==> src/rtl/fetch_stage.sv <==
// fetch_stage: front pipeline stage that reads instructions and hands {PC, instruction} to decode.
//
// Parameters: RESET_PC (fetch address after reset), ADDR_WIDTH, INSTR_WIDTH.
// Ports:
//   clk, rst                  clock, synchronous active-high reset
//   imem_req/addr/ready       instruction read request and its handshake
//   imem_rvalid/rdata/error   read response; error marks a bus fault
//   next_stall                decode refuses the held instruction
//   done_next                 output register holds a transferable instruction
//   program_count(_valid)     PC of the held instruction
//   instruction_data(_valid)  held instruction; valid is 0 on a bus fault or trap
//   control_flow_affected     decode requests a redirect
//   jump_target(_valid)       redirect address and its resolution flag
// Build option: define FETCH_MISALIGN_TRAP_EN to turn a misaligned redirect into an
// invalid handoff that halts fetch; otherwise the target is forced word aligned.
module fetch_stage #(
    parameter int ADDR_WIDTH = 32,
    parameter int INSTR_WIDTH = 32,
    parameter logic [ADDR_WIDTH-1:0] RESET_PC = '0
) (
    input  logic                   clk,
    input  logic                   rst,
    output logic                   imem_req,
    output logic [ADDR_WIDTH-1:0]  imem_addr,
    input  logic                   imem_ready,
    input  logic                   imem_rvalid,
    input  logic [INSTR_WIDTH-1:0] imem_rdata,
    input  logic                   imem_error,
    input  logic                   next_stall,
    output logic                   done_next,
    output logic [ADDR_WIDTH-1:0]  program_count,
    output logic                   program_count_valid,
    output logic [INSTR_WIDTH-1:0] instruction_data,
    output logic                   instruction_data_valid,
    input  logic                   control_flow_affected,
    input  logic [ADDR_WIDTH-1:0]  jump_target,
    input  logic                   jump_target_valid
);
    logic [ADDR_WIDTH-1:0]  fetch_pc, req_pc, out_pc, target;
    logic [INSTR_WIDTH-1:0] out_instr;
    logic out_full, out_ok, outstanding, discard, armed, halted, trap;
    logic cf_armed, redirect_hit, freeze, transfer, accept, resp;

    // armed masks control_flow_affected while the branch that already redirected
    // us still sits in decode
    assign cf_armed     = armed && control_flow_affected;
    assign redirect_hit = cf_armed && jump_target_valid;
    assign freeze       = cf_armed && !jump_target_valid;
    assign done_next    = out_full && !cf_armed;
    assign transfer     = done_next && !next_stall;
    assign imem_req     = !rst && !outstanding && (!out_full || transfer) && !freeze && !halted;
    assign imem_addr    = fetch_pc;
    assign accept       = imem_req && imem_ready;
    assign resp         = imem_rvalid && outstanding;

    assign program_count          = out_pc;
    assign program_count_valid    = out_full;
    assign instruction_data       = out_instr;
    assign instruction_data_valid = out_full && out_ok;

`ifdef FETCH_MISALIGN_TRAP_EN
    assign trap   = jump_target[1:0] != 2'b00;
    assign target = jump_target;
    always_ff @(posedge clk) begin
        if (rst)
            halted <= 1'b0;
        else if (redirect_hit)
            halted <= trap;
    end
`else
    assign trap   = 1'b0;
    assign halted = 1'b0;
    assign target = jump_target & ~ADDR_WIDTH'(3);
`endif

    always_ff @(posedge clk) begin
        if (rst) begin
            fetch_pc    <= RESET_PC;
            req_pc      <= '0;
            out_pc      <= '0;
            out_instr   <= '0;
            out_ok      <= 1'b0;
            out_full    <= 1'b0;
            outstanding <= 1'b0;
            discard     <= 1'b0;
            armed       <= 1'b1;
        end else begin
            if (accept) begin
                req_pc   <= fetch_pc;
                fetch_pc <= fetch_pc + ADDR_WIDTH'(4);
            end
            if (redirect_hit)
                fetch_pc <= target;
            outstanding <= accept || (outstanding && !imem_rvalid);
            // a request still in flight after a redirect belongs to the wrong path;
            // a response landing in the redirect cycle itself is dropped below
            discard <= redirect_hit ? (accept || (outstanding && !imem_rvalid)) : (discard && !resp);
            if (redirect_hit) begin
                out_full <= trap;
                if (trap) begin
                    out_pc    <= jump_target;
                    out_instr <= '0;
                    out_ok    <= 1'b0;
                end
            end else if (resp && !discard) begin
                out_full  <= 1'b1;
                out_pc    <= req_pc;
                out_instr <= imem_rdata;
                out_ok    <= !imem_error;
            end else if (transfer) begin
                out_full <= 1'b0;
            end
            if (redirect_hit)
                armed <= 1'b0;
            else if (transfer)
                armed <= 1'b1;
        end
    end
endmodule
==> config.mk <==
export PLATFORM = sky130hd
export DESIGN_NAME = fetch_stage
export DESIGN_NICKNAME = d
export VERILOG_FILES = /design/src/rtl/fetch_stage.sv
export SDC_FILE = /design/constraint.sdc
export NUM_CORES = 1
export LEC_CHECK = 0
export CORE_MARGIN = 1.5
export CORE_UTILIZATION = 30
export CTS_CLUSTER_SIZE = 8
export DETAILED_ROUTE_END_ITERATION = 12
export GPL_TIMING_DRIVEN = 0
export HOLD_SLACK_MARGIN = 0.02
export PLACE_DENSITY_LB_ADDON = 0.25
export SETUP_SLACK_MARGIN = 0.05
export SLEW_MARGIN = 5
export SYNTH_ARGS = -nofsm -noshare
export SYNTH_HDL_FRONTEND = slang
export SYNTH_SLANG_ARGS = --single-unit
export TNS_END_PERCENT = 5
==> constraint.sdc <==
create_clock -name clk -period 2.07 [get_ports clk]
set_input_delay 0.5175 -clock clk [delete_from_list [all_inputs] [get_ports clk]]
set_output_delay 0.5175 -clock clk [all_outputs]
set_load 0.01 [all_outputs]
==> results.txt <==
pre-CTS WS: -0.887 ns
PwrDens: 822 nW/um2
Yosys top cell area share: 0.492
Crit Path Class: reg -> out
largest net degree at the start of global routing: 17
startpoint class of the critical path: flip-flop
Detail Route Antenna Nets: 0
Port Buffers: 164
Avg Cell Area, Syn: 8.06 um2
Initial Utilization: 0.309
Crit path buffers/inverters: 1
Reg area: 2550 um2
clk_skew: 0.00622 ns
Layout Cells excl Fill: 1072
Max Fclk: 498 MHz
Die ar.: 18000 um2
multi-input logic area: 2430 um2
CTS clk-pin slew, worst paths: 0.05 ns
Crit Path Max Fanout: 7
Mapped Area: 5170 um2
Vias/cell: 4.60
Peak VDD IR: 578 uV
largest cells by area after synthesis: dfxtp_1 49%, nand2_1 14%, a21oi_1 9.1%
max cap viols: 0
fraction of registers with async set or reset after synthesis: 0
wire per inst: 14.9 um
sequential cell area fraction in the yosys report: 0.492
Pleak: 2.70 nW
Initial DRT Pass Iterations: 6
CP peak stage delay: 0.59 ns
RSZ-0062 raised after global routing: true
root buf cell: clkbuf_16
Synthesis Warnings: 0
Final GP Congestion: 0.783
post-synthesis cell type count: 43
Most used DFF post-synth: dfxtp_1
vias in the first global route: 4714
total track usage: 0.181
Starting DRT DRC Count: 201
total grt overflow: 0
H-tree levels: 4
drc violations: 0
via count: 4936
Hold WC Path Type: reg -> reg
number of CTS-inserted buffers: 17
crit-path cells: clkdlybuf4s50_1
M1 WL: 7.61 mm
Layout Nets: 911
Die Y: 134 um
Synth area leader: dfxtp_1
final worst slack: 0.0633 ns
status: finished clean
met2 WL: 7.30 mm
slowest CP cell: clkdlybuf4s50_1
CP delay by family, top: buffers and inverters
Crit path required time: 1.55 ns
final hold viol count: 0
total placed cells including tap cells: 1028
FILL cells: 1732
FP Rows: 47
worst skew pair latency: 0.42 ns
crit end category: primary output
metal3 WL: 769 um
initial antenna violation count: 1
total wire length: 16.0 mm
Final setup viols: 0
Max Used Layer: met4
I/O pins: 172
Max Transition Viols Final: 0
first-pass GRT wire length: 25.0 mm
Core Footprint: 16700 um2
final worst-path cycle share: 0.969
Period minus WS final: 2.01 ns
CTS tree: done
Worst Tran Pin Value: 0.627 ns
Sink Count: 127
share of cells above drive strength 1: 0.107
hold_buf cts: 0
Layout area overhead: 52.8%
Gate Count Post-Synth: 641
Die X: 134 um
DP HPWL: 11.5 mm
synthesis-stage register bit count: 127
Post-synth EDFFs: 0
crit path DAT: 1.49 ns
clk buf depth: 2
Slew HR: 0.582
-- kinds of logic after synthesis --
group | after synthesis | share of synthesized area
compound gates | 135 | 0.153
fa+ha+maj | 1 | 0.00242
buf+inv | 58 | 0.0494
flops | 127 | 0.492
xor+xnor | 26 | 0.0441
other cells | 1 | 0.000726
simple gates | 293 | 0.258
-- power breakdown --
part	switching, mW	total, mW	leakage, nW	internal (mW)
logic	0.289	0.604	1.35	0.315
clock network	1.09	3.28	0.317	2.19
registers	0.0881	2.61	1.03	2.52
-- area by class of cell --
type / count / area share
clock inverter: 11 / 0.0236
sequential: 127 / 0.322
inverter: 7 / 0.00333
multi-input combinational: 459 / 0.308
timing repair buffer: 175 / 0.218
buffer: 51 / 0.0317
antenna: 1 / 0.000317
clock buffer: 21 / 0.0583
tap: 220 / 0.0348
-- layer usage --
layer | up-vias | GRT usage
met5 | - | 0
met4 | 0 | 0.0735
li1 | 2540 | -
met1 | 2252 | 0.236
met2 | 122 | 0.288
met3 | 22 | 0.0423
-- layout by cell type, fill, tap and decap left out, types with 5 or more instances in the layout --
cell type,count
nor2_1,34
a21oi_1,93
inv_1,6
bufinv_16,5
dfxtp_1,124
a211oi_1,23
nand2_1,197
clkbuf_1,29
clkdlybuf4s50_1,158
buf_4,15
and3_1,7
and2_1,5
nor3_1,8
clkbuf_16,17
clkbuf_2,6
nor4_2,11
xnor2_1,23
buf_2,10
nand3_1,10
-- metrics by stage --
stage | hold slack, ns | setup TNS (ns) | cell area, um2 | util | power, mW
detailed placement | 0.445 | -81.96 | 7100 | 0.425 | 3.25
floorplan | 0.432 | 0 | 5180 | - | 2.89
global route | 0.467 | 0 | 7900 | 0.473 | 6.73
finish | 0.450 | 0 | 7900 | 0.473 | 6.49
CTS | 0.452 | -0.0544 | 7840 | 0.470 | 6.54
global placement | 0.439 | -80.20 | 7100 | 0.425 | 3.24
-- synth_stat cells (4+ instances only) --
master / n
nand3_1: 10
a211oi_1: 23
or3_1: 4
clkbuf_1: 33
nor2_1: 34
a311oi_1: 4
nor4_2: 11
inv_1: 6
xnor2_1: 23
a21oi_1: 94
and3_1: 7
dfxtp_1: 127
buf_2: 9
nor3_1: 9
and2_1: 5
buf_4: 5
nand2_1: 197
-- registers in the layout (all words and copies together) (netlist names) --
name and count:
program_count 30, program_count_valid 1, out_ok 1, outstanding 1
discard 1, imem_addr 30, instruction_data 32, armed 1
req_pc 30
-- path summary, 6_finish.rpt --
kind                            slack, ns           startpoint  cells past startpoint                   to
worst max-delay path                 0.06        imem_addr[23]                      1        imem_addr[23]
worst min-delay path                 0.45  instruction_data[5]                      2  instruction_data[5]
worst max register to register       0.21         imem_addr[4]                      6        imem_addr[29]
worst min register to register       0.45  instruction_data[5]                      2  instruction_data[5]
-- repair_timing --
item	in CTS	in global routing
pin swaps	4	1
setup buffers	8	2
resized for setup	21	10
cloned	0	1
setup endpoints to repair	121	113
(Power assumes the default switching activity.)
